**src/rtl/fp_pkg.sv**
```systemverilog
// Shared floating-point definitions: exception flag bit positions, word width helper, flag vector type.
// Combinational definitions only; no latency or backpressure.
package fp_pkg;

  localparam int FLAG_UNDERFLOW = 0;
  localparam int FLAG_OVERFLOW  = 1;
  localparam int FLAG_INVALID   = 2;
  localparam int NUM_FLAGS      = 3;

  typedef logic [NUM_FLAGS-1:0] fp_flags_t;

  function automatic int float_width(input int exponent_width, input int mantissa_width);
    return exponent_width + mantissa_width + 1;
  endfunction

endpackage

```
**src/rtl/sync_fwft_fifo.sv**
```systemverilog
// Generic synchronous first-word-fall-through FIFO with flush and occupancy output.
// Latency: a word written at edge N is on rd_dat after edge N. Backpressure: wr_rdy drops at full, from registered state only.
module sync_fwft_fifo #(
  parameter int WIDTH = 35,
  parameter int DEPTH = 4
) (
  input  logic                     clk,
  input  logic                     rst,
  input  logic                     flush,
  input  logic                     wr_vld,
  output logic                     wr_rdy,
  input  logic [WIDTH-1:0]         wr_dat,
  output logic                     rd_vld,
  input  logic                     rd_rdy,
  output logic [WIDTH-1:0]         rd_dat,
  output logic [$clog2(DEPTH):0]   fill_level
);

  localparam int PW = $clog2(DEPTH);
  localparam int LW = PW + 1;

  logic [WIDTH-1:0] mem [DEPTH];
  logic [PW-1:0]    wr_ptr;
  logic [PW-1:0]    rd_ptr;
  logic             push;
  logic             pop;

  assign wr_rdy = (fill_level != LW'(DEPTH));
  assign rd_vld = (fill_level != '0);
  assign push   = wr_vld && wr_rdy && !flush;
  assign pop    = rd_vld && rd_rdy && !flush;

  // Empty FIFO presents zeros rather than stale storage.
  assign rd_dat = rd_vld ? mem[rd_ptr] : '0;

  always_ff @(posedge clk) begin
    if (rst || flush) begin
      wr_ptr     <= '0;
      rd_ptr     <= '0;
      fill_level <= '0;
    end else begin
      if (push) wr_ptr <= wr_ptr + PW'(1);
      if (pop)  rd_ptr <= rd_ptr + PW'(1);
      case ({push, pop})
        2'b10:   fill_level <= fill_level + LW'(1);
        2'b01:   fill_level <= fill_level - LW'(1);
        default: fill_level <= fill_level;
      endcase
    end
  end

  always_ff @(posedge clk) begin
    if (push) mem[wr_ptr] <= wr_dat;
  end

endmodule

```
**src/rtl/fp_result_buffer.sv**
```systemverilog
// Buffers multiplier results with flags in a FWFT FIFO, keeps sticky exception status and a saturating result count.
// Latency 1 cycle push-to-head; in_ready drops at full, independent of out_ready.
module fp_result_buffer
  import fp_pkg::*;
#(
  parameter int EXPONENT_WIDTH = 8,
  parameter int MANTISSA_WIDTH = 23,
  parameter int DEPTH          = 4,
  parameter int COUNT_WIDTH    = 16,
  localparam int W             = float_width(EXPONENT_WIDTH, MANTISSA_WIDTH)
) (
  input  logic                     clk,
  input  logic                     rst,
  input  logic                     in_valid,
  output logic                     in_ready,
  input  logic [W-1:0]             in_result,
  input  logic [NUM_FLAGS-1:0]     in_flags,
  output logic                     out_valid,
  input  logic                     out_ready,
  output logic [W-1:0]             out_result,
  output logic [NUM_FLAGS-1:0]     out_flags,
  output logic [NUM_FLAGS-1:0]     sticky_flags,
  input  logic                     clear_flags,
  input  logic                     flush,
  output logic [$clog2(DEPTH):0]   fill_level,
  output logic [COUNT_WIDTH-1:0]   result_count
);

  typedef struct packed {
    logic [W-1:0] result;
    fp_flags_t    flags;
  } entry_t;

  entry_t wr_entry;
  entry_t rd_entry;
  logic   push;

  assign wr_entry.result = in_result;
  assign wr_entry.flags  = in_flags;
  assign out_result      = rd_entry.result;
  assign out_flags       = rd_entry.flags;

  // Must match the FIFO's own accept condition: a word offered with flush is dropped.
  assign push = in_valid && in_ready && !flush;

  sync_fwft_fifo #(
    .WIDTH ($bits(entry_t)),
    .DEPTH (DEPTH)
  ) u_fifo (
    .clk        (clk),
    .rst        (rst),
    .flush      (flush),
    .wr_vld     (in_valid),
    .wr_rdy     (in_ready),
    .wr_dat     (wr_entry),
    .rd_vld     (out_valid),
    .rd_rdy     (out_ready),
    .rd_dat     (rd_entry),
    .fill_level (fill_level)
  );

  // Clear and a coinciding flagged push: the new flags survive.
  always_ff @(posedge clk) begin
    if (rst) begin
      sticky_flags <= '0;
    end else begin
      sticky_flags <= (clear_flags ? '0 : sticky_flags) | (push ? in_flags : '0);
    end
  end

  always_ff @(posedge clk) begin
    if (rst) begin
      result_count <= '0;
    end else if (push && (result_count != '1)) begin
      result_count <= result_count + COUNT_WIDTH'(1);
    end
  end

endmodule
```
**config.mk**
```make
export PLATFORM = sky130hd
export DESIGN_NAME = fp_result_buffer
export DESIGN_NICKNAME = d
export VERILOG_FILES = /design/src/rtl/fp_pkg.sv /design/src/rtl/sync_fwft_fifo.sv /design/src/rtl/fp_result_buffer.sv
export SDC_FILE = /design/constraint.sdc
export NUM_CORES = 1
export LEC_CHECK = 0
export CORE_MARGIN = 2
export CORE_UTILIZATION = 54
export DETAILED_ROUTE_END_ITERATION = 10
export PLACE_DENSITY = 0.79
export RECOVER_POWER = 100
export SYNTH_ARGS = -nofsm -noshare
export SYNTH_HDL_FRONTEND = slang
export SYNTH_HIERARCHICAL = 1
export SYNTH_SLANG_ARGS = --single-unit
```
**constraint.sdc**
```tcl
create_clock -name clk -period 2.7 [get_ports clk]
set_input_delay 0.675 -clock clk [delete_from_list [all_inputs] [get_ports clk]]
set_output_delay 0.675 -clock clk [all_outputs]
set_load 0.03 [all_outputs]
```
==> results of run 1 <==
cells in the mapped netlist (2+ instances only):
master / instances
a21oi_1: 15
and2_1: 5
and4_1: 2
buf_12: 3
buf_2: 8
clkbuf_1: 3
clkbuf_2: 2
dfxtp_1: 28
edfxtp_1: 140
ha_1: 6
inv_1: 10
mux2_1: 5
mux4_1: 5
mux4_2: 30
nand2_1: 4
nand3_1: 6
nand4_1: 5
nor2_1: 18
nor2b_1: 35
nor2b_4: 8
nor3_1: 5
nor4_1: 5
o21ai_0: 7
o21ai_1: 2
o31ai_1: 3
or3_1: 8
xor2_1: 5
worst reg2reg max path: cells and delay by family, from the launching register on:
kind / cells / cell delay (ns)
AOI/OAI and AO/OA: 3 / 1.42
adders and majority gates: 1 / 0.24
DFF: 1 / 0.40
and+or+nand+nor: 1 / 0.22
flip-flops by register name (all words and copies together) (netlist names), named ones only:
register / flops
result_count: 16
sticky_flags: 3
u_fifo/fill_level: 3
u_fifo/mem: 140
u_fifo/rd_ptr: 2
u_fifo/wr_ptr: 2
metrics by stage:
step / power, mW / cell area [um^2] / hold WS [ns]
6_report: 5.294 / 8537 / 0.4852
2_1_floorplan: 3.071 / 6873 / 0.4591
3_5_place_dp: 3.237 / 8149 / 0.4875
3_3_place_gp: 3.224 / 8149 / 0.4642
5_1_grt: 5.474 / 8532 / 0.5469
4_1_cts: 5.358 / 8668 / 0.5001
final cells by class:
class / instances / area [um^2]
flip-flops and latches: 168 / 4770
clock buffers: 18 / 429.2
fillers: 903 / 3980
clock inverters: 14 / 101.3
inverters: 10 / 37.54
well taps: 172 / 215.2
diodes: 2 / 5.005
multi-input cells: 195 / 1898
repair buffers: 123 / 1081
logic make-up (layout without fill, tap and decap cells):
kind of cell | count (synthesis) | in the layout | share of synthesized area
other | 0 | 2 | 0
multiplexers | 41 | 41 | 0.1271
AO/OA/AOI/OAI | 29 | 29 | 0.02640
flip-flops | 168 | 168 | 0.6932
XOR/XNOR | 5 | 5 | 0.006371
AND/OR/NAND/NOR | 113 | 113 | 0.1083
buffers and inverters | 27 | 165 | 0.02476
adder cells (fa/ha/maj) | 7 | 7 | 0.01384
placed cells by master (no fill, tap or decap), types with 5 or more instances in the layout:
master	n
a21oi_1	15
buf_4	9
clkbuf_1	8
clkbuf_16	18
clkbuf_2	23
clkbuf_4	5
clkinvlp_4	5
dfxtp_1	26
dlygate4sd3_1	60
edfxtp_1	140
ha_1	6
inv_1	10
mux2_1	5
mux4_1	5
mux4_2	30
nand3_1	7
nand4_1	6
nor2_1	18
nor2b_1	38
nor2b_4	5
nor4_1	5
o21ai_0	8
or3_1	8
xor2_1	5
layer usage:
layer / global-route usage / vias up / share of wire / routed length, um
met1: 0.2638 / 1926 / 0.44 / 5781
met3: 0.05304 / 14 / 0.045 / 599
met5: 0 / - / 0 / 0
met2: 0.3422 / 110 / 0.51 / 6741
met4: 0.06275 / 0 / 0.011 / 150
li1: - / 1776 / - / -
final timing paths:
check	cells after the start	to	slack (ns)	from
setup / recovery	4	out_flags[2]	0.08	flop
hold / removal	2	flop	0.49	u_fifo/rd_ptr[1]
setup reg to reg	5	result_count[4]	0.35	result_count[0]
hold reg to reg	2	flop	0.49	u_fifo/rd_ptr[1]
repair_timing:
item,in CTS,in global routing
cloned,0,1
gates resized for setup,30,30
setup buffers,0,6
setup endpoints to repair,23,20
power groups by stage:
stage | clock [mW] | sequential, mW | combinational (mW)
4_1_cts | 2.18 | 2.86 | 0.314
3_5_place_dp | 0 | 2.92 | 0.318
6_report | 2.15 | 2.86 | 0.286
5_1_grt | 2.30 | 2.86 | 0.308
3_3_place_gp | 0 | 2.91 | 0.309
2_1_floorplan | 0 | 2.92 | 0.147
==> flow_summary.toml, run 1 <==
[critical_path]
path_max_fanout = 9
critPathLaunchType = "flop"
critical_path_class = "flop to output pin"
critical-path-max-stage-delay_ns = 0.57
worst-path-buf-inv = 2
crit_family = "multiplexers"
crit_arrival_ns = 1.94
critPathRequiredTime_ns = 2.03
critPathCaptureType = "output pin"
path_cells = "buf_6 > mux4_1 > nor2b_1 > buf_4"
slowest_stage = "mux4_1"

[power]
p_sw_frac = 0.2157
clkPwrFrac = 0.405
p_int_mw = 4.152
p_switching_mw = 1.142
ir_drop_mv = 0.3308
seqPwrFrac = 0.541
leakagePower_nw = 2.941
power_density_nw_per_um2 = 620.2
comb_power_share = 0.054

[timing]
hold_viol = 0
setup_slack_ns = 0.08250
slew_headroom = 0.2538
tns_ns = 0
fmax_mhz = 382.0
period_minus_slack_ns = 2.618
finalSetupViolCount = 0
period_share = 0.9694
fin_skew_ns = 0.01022
rsz0062_at_grt = "no"
slew_viol_final = 0
worst_pin_slew_ns = 1.105

[routing]
ant_nets = 0
drt-total-wl_um = 13270
drc_errors = 0
via_count = 3826
drtIter0Drc = 201
drt_first_pass_iters = 4
avgRoutedWirePerCell_um = 18.91
avgViaCountPerCell = 5.450

[clocking]
cts_hold_buffers = 0
numCtsBuffers = 17
clock_latency_ns = 0.41
cts_tree = "done"
clk_path_buf_depth = 2
ctsRootBufferMaster = "clkbuf_16"
h-tree-depth = 4
cts.sinks = 168
cts.clk_slew.worst_paths_ns = 0.06

[die]
fp-row-count = 41
start_util = 0.5491
coreArea_um2 = 12520
fp.dieW_um = 116.8
fp.dieH_um = 116.8
dieArea_um2 = 13650
ios = 100

[placement]
dpl.cell_count = 661
io_buffers = 99
place_ws_ns = 0.007156
hpwlAfterDp_um = 8454
gp_congestion = 0.7794

[layout]
layout.nets = 563
layout.cells.non_filler = 702
area_growth_pct = 24.21
drive_gt1_frac = 0.2311
utilization = 0.6820

[synth]
synth_edf_count = 140
yosysTopAreaCell = "edfxtp_1"
ys_top_cells_by_area = "edfxtp_1 (61%), mux4_2 (9.8%), dfxtp_1 (8.2%), nor2b_1 (3.2%), mux4_1 (1.9%)"
syn_inst = 390
synth_cell_types = 44
ys_ff_latch = 168
synth_top_flop_cell = "edfxtp_1"
postSynthAreaPerCell_um2 = 17.62
async_flop_share = 0
synth_nets = 438
syn_area_um2 = 6873
synth_seq_area_share = 0.6932
yosysTopAreaCellShare = 0.6117
yosys_warnings = 6

[global_route]
track_usage = 0.2034
grt_max_degree = 39
grt-ovfl-total = 0
grt_pass1_wl_um = 20380
antenna_found_initial = 1
grt_pass1_vias = 3901

[worst_hold_path]
min_path_type = "flop to flop"

[run]
drv_cap = 0

[status]
status = "complete, no violations"
No activity file was read; power rests on OpenSTA's default activity.
==> run 2: changes to the inputs <==
--- a/config.mk
+++ b/config.mk
@@ -7,6 +7,7 @@
 export LEC_CHECK = 0
 export CORE_MARGIN = 2
 export CORE_UTILIZATION = 54
+export CTS_CLUSTER_DIAMETER = 60
 export DETAILED_ROUTE_END_ITERATION = 10
 export PLACE_DENSITY = 0.79
 export RECOVER_POWER = 100
==> results of run 2 <==
No change in the layout: final DEF, timing and power equal those of run 1.
